===== config.mk =====
export PLATFORM = sky130hd
export DESIGN_NAME = gf569_inverse
export DESIGN_NICKNAME = d
export VERILOG_FILES = /design/src/rtl/gf569_pkg.sv /design/src/rtl/gf569_mulmod.sv /design/src/rtl/gf569_inverse.sv
export SDC_FILE = /design/constraint.sdc
export NUM_CORES = 1
export LEC_CHECK = 0
export BUFFER_PORTS_ARGS = -buffer_cell sky130_fd_sc_hd__buf_2
export CAP_MARGIN = 20
export CORE_AREA = 3 3 93 183
export DETAILED_ROUTE_END_ITERATION = 7
export DIE_AREA = 0 0 96 186
export PLACE_DENSITY = 0.82
export RECOVER_POWER = 50
export SKIP_CTS_REPAIR_TIMING = 1
export SYNTH_ARGS = -nofsm -noshare
export SYNTH_HDL_FRONTEND = slang
export SYNTH_SLANG_ARGS = --single-unit

===== constraint.sdc =====
create_clock -name clk -period 31.4 [get_ports clk]
set_input_delay 6.28 -clock clk [delete_from_list [all_inputs] [get_ports clk]]
set_output_delay 6.28 -clock clk [all_outputs]
set_load 0.01 [all_outputs]

===== src/rtl/gf569_pkg.sv =====
// Shared constants, state encoding and helpers for the GF(569) inverse unit.
package gf569_pkg;

    localparam int Q  = 569;
    localparam int MU = 1842;
    localparam int K  = 10;
    localparam int W  = 10;

    localparam logic [W-1:0] EXP = 10'd567;

    typedef enum logic [1:0] {
        IDLE,
        SQR,
        MUL,
        DONE
    } state_t;

    function automatic logic [11:0] csub(input logic [11:0] v);
        return (v >= 12'(Q)) ? v - 12'(Q) : v;
    endfunction

endpackage


===== src/rtl/gf569_mulmod.sv =====
// Combinational Barrett multiply-reduce: r = x*y mod 569 for x, y < 569.
module gf569_mulmod
    import gf569_pkg::*;
(
    input  logic [W-1:0] x,
    input  logic [W-1:0] y,
    output logic [W-1:0] r
);

    logic [18:0] w_p;
    logic [20:0] w_t;
    logic [9:0]  w_q;
    logic [18:0] w_qm;
    logic [11:0] w_r0;
    logic [11:0] w_r1;
    logic [11:0] w_r2;

    assign w_p  = {9'd0, x} * {9'd0, y};
    assign w_t  = {12'd0, w_p[18:K]} * 21'(MU);
    assign w_q  = 10'(w_t >> K);
    assign w_qm = {9'd0, w_q} * 19'(Q);
    assign w_r0 = 12'(w_p - w_qm);

    // Truncating p before the MU multiply lets q fall up to three short.
    assign w_r1 = csub(w_r0);
    assign w_r2 = csub(w_r1);
    assign r    = 10'(csub(w_r2));

endmodule


===== src/rtl/gf569_inverse.sv =====
// Fermat inversion a^567 mod 569 by MSB-first square-and-multiply,
// one shared Barrett multiply-reduce per cycle behind valid/ready.
module gf569_inverse
    import gf569_pkg::*;
(
    input  logic         clk,
    input  logic         rst_n,
    input  logic         in_valid,
    output logic         in_ready,
    input  logic [W-1:0] din_a,
    output logic         out_valid,
    input  logic         out_ready,
    output logic [W-1:0] dout_r,
    output logic         dout_err
);

    state_t      r_state;
    state_t      w_next;
    logic [W-1:0] r_acc;
    logic [W-1:0] r_base;
    logic [3:0]   r_idx;
    logic         r_err;

    logic [W-1:0] w_a;
    logic [W-1:0] w_y;
    logic [W-1:0] w_mm;
    logic         w_bit;
    logic         w_last;

    assign w_a    = (din_a >= 10'(Q)) ? din_a - 10'(Q) : din_a;
    assign w_y    = (r_state == MUL) ? r_base : r_acc;
    assign w_bit  = EXP[r_idx];
    assign w_last = (r_idx == 4'd0);

    gf569_mulmod u_mulmod (
        .x (r_acc),
        .y (w_y),
        .r (w_mm)
    );

    always_comb begin
        w_next = r_state;
        unique case (r_state)
            IDLE: if (in_valid) w_next = SQR;
            SQR: begin
                if (w_bit)       w_next = MUL;
                else if (w_last) w_next = DONE;
            end
            MUL:  w_next = w_last ? DONE : SQR;
            DONE: if (out_ready) w_next = IDLE;
            default: w_next = IDLE;
        endcase
    end

    always_ff @(posedge clk) begin
        if (!rst_n) begin
            r_state <= IDLE;
            r_acc   <= '0;
            r_base  <= '0;
            r_idx   <= '0;
            r_err   <= 1'b0;
        end else begin
            r_state <= w_next;
            unique case (r_state)
                IDLE: begin
                    if (in_valid) begin
                        r_acc  <= w_a;
                        r_base <= w_a;
                        r_idx  <= 4'd8;
                        r_err  <= (w_a == '0);
                    end
                end
                SQR: begin
                    r_acc <= w_mm;
                    if (!w_bit && !w_last) r_idx <= r_idx - 4'd1;
                end
                MUL: begin
                    r_acc <= w_mm;
                    if (!w_last) r_idx <= r_idx - 4'd1;
                end
                default: ;
            endcase
        end
    end

    assign in_ready  = (r_state == IDLE);
    assign out_valid = (r_state == DONE);
    assign dout_r    = r_acc;
    assign dout_err  = r_err;

endmodule


[Yosys cells after proc, flatten, opt, wreduce, memory -nomap -nowiden]
Memory sizes are Yosys's and may differ from the RTL's. A register that Yosys moved wholly into a read port is not among the register bits.
Index checks and enable logic that the tools add are counted.
Word-level totals
  bits of input ports: 14
  ROM bits: 16
  word-level logic and storage cells: 61
  bits in writable memories: 0
  bits in registers: 27
  memories: 1
  bits in latches: 0
  output and inout port bits: 13
Memories
  (name not given): depth 16, bits a word 1, read ports 1, clocked after memory_dff 1, write ports 0, RTL line gf569_inverse.sv:32  | assign w_bit = EXP[r_idx];
Operators by class
  reduce and logical (&&, ||, !) cells: 13
  eq/ne operators: 8
  $add $sub $neg: 6
  div/mod/pow operators: 0
  bitwise gates (word level): 0
  shift operators: 0
  multiplexer cells: 20
  order comparisons: 5
  multipliers: 3
Operator list (count)
  $mux W10: 4
  $ge A12 B10 Y1 const B: 3
  $mux W12: 2
  $sub A12 B10 Y12 const B: 2
  $mux W4: 5
  $pmux W10 S2: 1
  $sub A10 B10 Y10 const B: 2
  $mul A10 B10 Y19: 1
  $mul A9 B10 Y19 const B: 1
  $mul A10 B10 Y12 const B: 1
  $pmux W4 S3: 1
  $sub A12 B12 Y12: 1
  $ge A10 B10 Y1 const B: 1
  $logic_not A10 Y1: 1
  $mux W2: 5
  $pmux W2 S4: 1
  $ne A2 B2 Y1 const B: 3
  $lt A4 B5 Y1 const B: 1
  $eq A2 B2 Y1 const B: 2
  $logic_not A4 Y1: 1
  $reduce_and A2 Y1: 2
  $reduce_and A4 Y1: 1
  $sub A4 B1 Y4 const B: 1
  $ne A3 B3 Y1 const B: 1
  10 further kinds: 11

[Logic depth before layout (Yosys ltp)]
  depth in word-level cells: 13
  depth in mapped cells: 77
  gate-level depth less buffers: 72

[Modules after synthesis]
Synthesis repeated with hierarchy kept, for this count alone.
Unflattened totals
  cell total of the unflattened synthesis: 1134
  area, all modules: 9501.6 µm²
By module, submodules not included
  gf569_mulmod: instances 1, sequential area each 0.0 µm², area an instance 7698.6 µm², cells each 918
  gf569_inverse: instances 1, sequential area each 560.5 µm², area an instance 1803.0 µm², cells each 216

[Least setup slack after synthesis]
No wires, ideal clock.
  path kind: register to register
  start point: register r_state[0]
  end point: register r_acc[6] (netlist: dout_r[6])
  clock period less this slack: 17.910 ns
  path buffers: 4
  cell stages (with the launch flop): 71
  data required time: 31.281 ns
  slack: 13.490 ns
  arrival time: 17.791 ns
  setup time: 0.119 ns
  path through: dfxtp_1 inv_1 ha_1 buf_1 mux2i_1 nand2b_1 fa_1 fa_1 inv_1 fa_1 fa_1 inv_1 fa_1 inv_1 ha_1 a21oi_1 nand2_1 o21ai_1 [35 not listed] a211o_1 a21boi_1 buf_4 buf_4 nor2_1 nor2_1 ha_1 nor4b_1 o21bai_2 a311oi_4 buf_2 mux2_2 ha_1 o21a_2 a221o_4 and3_1 o31ai_1 o21ai_1
Between the ends
  longest elaborated chain between the ends: 13
  elaborated cells on any way between the ends: 22
  those cells by class: add/sub: 4; mul: 3; order compare: 3; eq/ne: 3; mux: 5; reduce/logical: 4
RTL lines
  start, declared: RTL line gf569_inverse.sv:17  | state_t r_state;
  start signal, assigned: RTL line gf569_inverse.sv:63  | r_state <= w_next;
  $eq A2 B2 Y1: RTL line gf569_inverse.sv:31, gf569_inverse.sv:64
  $mux W10: RTL line gf569_inverse.sv:31  | assign w_y = (r_state == MUL) ? r_base : r_acc;
  $mul A10 B10 Y19: RTL line gf569_mulmod.sv:18  | assign w_p = {9'd0, x} * {9'd0, y};
  $mul A9 B10 Y19: RTL line gf569_mulmod.sv:19  | assign w_t = {12'd0, w_p[18:K]} * 21'(MU);
  $mul A10 B10 Y12: RTL line gf569_mulmod.sv:21  | assign w_qm = {9'd0, w_q} * 19'(Q);
  $sub A12 B12 Y12: RTL line gf569_mulmod.sv:22  | assign w_r0 = 12'(w_p - w_qm);
  $sub A12 B10 Y12 or $ge A12 B10 Y1 (tied branches): RTL line gf569_pkg.sv:19  | return (v >= 12'(Q)) ? v - 12'(Q) : v;
  $mux W12: RTL line gf569_pkg.sv:19
  $sub A12 B10 Y12 or $ge A12 B10 Y1 (tied branches): RTL line gf569_pkg.sv:19
  $mux W12: RTL line gf569_pkg.sv:19
  $sub A10 B10 Y10 or $ge A12 B10 Y1 (tied branches): RTL line gf569_pkg.sv:19
  $mux W10: RTL line gf569_pkg.sv:19
  $pmux W10 S2: RTL line gf569_inverse.sv:64  | unique case (r_state)
  end signal, assigned: RTL line gf569_inverse.sv:67  | r_acc <= w_a;
  end signal, assigned: RTL line gf569_inverse.sv:74  | r_acc <= w_mm;
  end signal, assigned: RTL line gf569_inverse.sv:78  | r_acc <= w_mm;
  end, declared: RTL line gf569_inverse.sv:19  | logic [W-1:0] r_acc;
Parallel ways exist; a longest one is shown, timed or not.
A chain may end at the register's enable or synchronous reset.

[Final worst setup path]
  start point: register r_state[0]
  end point: register r_acc[8] (netlist: dout_r[8])
The elaborated chain is that of the path after synthesis.

==> results <==
- Synthesis instantiated 80 different standard cells from the library.
- The initial detailed-routing violation count is 303.
- In this run the critical register-to-register path is captured at dout_r[8]$_SDFFE_PN0P_.
- After floorplanning, the core was divided into 65 placement rows.
- In the post-synthesis netlist, the biggest area contributors are sky130_fd_sc_hd__fa_1, sky130_fd_sc_hd__ha_1, sky130_fd_sc_hd__inv_1.
- The quantity of I/O buffers inserted on ports is 26.
- The cell area after layout is 0.00975 mm2.
- The number of hold-slack violations in the final timing report was 0.
- The data arrival time of the worst path is 19.69 ns.
- The area enclosed by the die boundary is 0.0179 mm2.
- The floorplan step set the die height to 186 um.
- The number of antenna violations at the first check in global routing came to 0.
- Of all nets on the critical path, the largest fanout is 20.
- The average routed wire per standard cell is 17.3 um.
- The top achievable clock speed is 51.2 MHz.
- The total count of max-transition violations in the final report is 0.
- The post-CTS clock slew at the launch and capture registers of the worst setup and hold paths is 0.07 ns.
- The area growth from synthesis to final layout is 3.85%.
- The critical path in this run is classified as reg2reg.
- For the finished layout, the period the worst path requires is 19.53 ns.
- The normalized max-slew margin is 0.397.
- The number of global-route vias before repair was 8461.
- Counting instances, the worst hold path has a depth of 2.
- The dominant cell by count in the synthesized netlist is sky130_fd_sc_hd__inv_1.
- The number of inserted diodes is 0.
- The delay of the slowest cell on the worst path is 0.75 ns.
- The count of warnings emitted by yosys is 0.
- The worst register-to-register path has a setup slack of 11.87 ns.
- Of the synthesized area, sequential elements account for 0.0597.
- The count of TritonRoute iterations in the first routing pass is 5.
- The synthesized design contains 0 enable-type register cells.
- The register bit count reported by yosys is 28.
- At the pin with the least slew margin, the transition time is 0.892 ns.
- The number of nets with antenna violations after detailed routing is 0.
- Setup total negative slack on the finished layout was measured at 0 ns.
- The most used cell along the critical path is sky130_fd_sc_hd__fa_1.
- Of the total synthesized cell area, the portion taken by XOR and XNOR cells is 0.0722.
- TritonCTS built the clock tree.
- The startpoint identified for the worst register-to-register timing path is r_state[0]$_SDFFE_PN0P_.
- The number of maximum-capacitance constraint violations is 0.
- The clock root buffer is sky130_fd_sc_hd__clkbuf_16.
- The classification of the worst-slack hold path is reg2reg.
- In the synthesized netlist the async set-or-reset flop fraction comes to 0.
- The slowest stage of the critical path is the sky130_fd_sc_hd__nor4b_1 cell.
- In the final layout, the multi-input gates occupy 0.00810 mm2.
- The maximum number of buffers from clock root to sink is 2.
- Of the cells placed in the final design, the portion with a size suffix greater than 1 is 0.0445.
- The routed design has 23300 um of wire.
- The number of nets in the finished design is 1403.
- The detailed router placed 8136 vias in this run.
- The initial utilization of the core area, before any placement, comes to 0.592.
- The complex-gate fraction of the synthesized area is 0.180.
- After synthesis, the share of cell area in mux cells is 0.0219.
- The final-report setup violation count is 0.
- The die is 96 um wide.
- The number of buffers added by the clock tree synthesis step is 3.
- Entering global routing, the biggest net connects 21 pins.
- The startpoint of the worst hold path is dout_err$_SDFFE_PN0P_.
- In this run the number of H-tree levels came out at 1.
- The share of synthesized area in the top cell type comes to 0.211.
- For this run, the leading register cell type out of synthesis is sky130_fd_sc_hd__dfxtp_1.
- The cell count after synthesis came out at 1142.
- The floorplan step defined a core boundary enclosing 0.0159 mm2.
- The synthesized area per cell is 8.22 um2.
- Once detailed placement completed, the half-perimeter wirelength came to 19900 um.
- The adder-cell share of the synthesized area is 0.400.
- The worst setup path is launched from a register.
- 27 I/O pins were placed.
- The total routing usage reported by global routing is 0.278.
- The total global routing overflow is 0.
- Once placement finished, the instance area stood at 0.00966 mm2.
- The first global-routing pass estimated 39600 um of wire.
- The residual DRC count is 0.
- Of the available clock period, the critical path in the final layout requires 0.622.
- The sink of the worst hold path is dout_err$_SDFFE_PN0P_.
- The number of nets produced by synthesis is 1397.
- After detailed routing, the number of vias per cell comes to 6.04.
- Setup repair after global routing left no endpoint under its margin.
- The main combinational cell family by area after synthesis is adder cells.
- The flow ran to the end, and the final reports show no timing, DRC or antenna violations.
- The depth of the most critical reg-to-reg path is 67.
- After filler insertion, the fill cell instance count of the layout stands at 1397.
- The last weighted congestion value of the routability-driven placer is 0.943.
- The sort of element at the end of the critical path is a register.
- The area fraction in and, or, nand and nor cells after synthesis is 0.188.
- The cell area that synthesis handed to floorplanning was 0.00939 mm2.
- The clock reaches the later pin of the worst-skew pair after 0.26 ns.
- The number of sinks driven by the clock tree is 28.
- Data on the critical path is required at its endpoint by 31.56 ns.
- Counting instances in the post-synthesis netlist gives the leading cell types as sky130_fd_sc_hd__inv_1, sky130_fd_sc_hd__ha_1, sky130_fd_sc_hd__fa_1, sky130_fd_sc_hd__nand2_1, sky130_fd_sc_hd__nor2_1.
- The final clock skew is 0.00520 ns.
- Summed over all instances, the cell type with the most area after synthesis is sky130_fd_sc_hd__fa_1.
- Registers take 561 um2.
## metal layers
layer	vias to the layer above	routed length [um]	GRT usage
li1	3908	-	-
met1	3914	8110	0.289
met2	219	12900	0.523
met3	95	737	0.0231
met4	0	1600	0.164
met5	-	0	0
## layout make-up
class | instances | area share
flip-flops and latches | 28 | 0.0575
clock buffers | 3 | 0.00770
inverters | 161 | 0.0620
repair buffers | 29 | 0.0131
clock inverters | 1 | 0.00308
multi-input cells | 925 | 0.831
well taps | 201 | 0.0258
## sequential cells by signal (all words and copies together) (netlist names)
register,cells
dout_err,1
dout_r,10
r_base,10
r_idx,4
r_state,2
w_bit,1
## kinds of logic after synthesis
family | Yosys count
and+or+nand+nor | 348
AOI/OAI and AO/OA | 242
adders and majority gates | 241
buffers and inverters | 189
xor gates and xnor gates | 75
DFF | 28
muxes | 19
## cells in the final DEF, fill, tap and decap left out, drive strengths merged, types with 4 or more instances in the layout
cell type	instances
a2111oi	5
a211o	8
a211oi	20
a21o	22
a21oi	57
a221oi	4
a31oi	8
and2	38
and3	15
buf	13
clkbuf	19
dfxtp	28
fa	99
ha	142
inv	159
mux2	9
mux2i	10
nand2	92
nand2b	18
nand3	21
nand4	6
nor2	60
nor2b	38
nor3	26
nor3b	4
nor4	7
o211ai	14
o21a	17
o21ai	46
o22ai	7
o31ai	4
or2	6
or3	8
or4	4
xnor2	35
xor2	39
## worst max-delay path by stage
stage                                  startpoint                     end  depth (start not counted)
after floorplan           r_state[0]$_SDFFE_PN0P_  dout_r[6]$_SDFFE_PN0P_                         70
after global placement    r_state[0]$_SDFFE_PN0P_  dout_r[9]$_SDFFE_PN0P_                         67
after detailed placement  r_state[0]$_SDFFE_PN0P_  dout_r[8]$_SDFFE_PN0P_                         67
after CTS                 r_state[0]$_SDFFE_PN0P_  dout_r[8]$_SDFFE_PN0P_                         67
after global routing      r_state[0]$_SDFFE_PN0P_  dout_r[9]$_SDFFE_PN0P_                         67
final                     r_state[0]$_SDFFE_PN0P_  dout_r[8]$_SDFFE_PN0P_                         67
## per-stage QoR
step,setup WS [ns],std cells,util,hold WS [ns]
after floorplan,13.49,1142,-,0.443
after global placement,12.47,1343,0.609,0.445
after detailed placement,12.01,1343,0.609,0.452
after CTS,11.93,1347,0.616,0.460
after global routing,10.60,1348,0.615,0.486
final,11.87,1348,0.615,0.461
## worst max-delay path, delay by kind of cell, from the launching register on
kind / cells / cell delay, ns
AND/OR/NAND/NOR: 12 / 2.70
multiplexers: 2 / 1.11
AO/OA/AOI/OAI: 20 / 4.59
adder cells (fa/ha/maj): 17 / 7.83
buffers and inverters: 7 / 0.69
XOR/XNOR: 9 / 2.14
flip-flops: 1 / 0.34
Power is not shown: default switching activity piles up to over one toggle a cycle in this logic, so the estimate is an artifact.
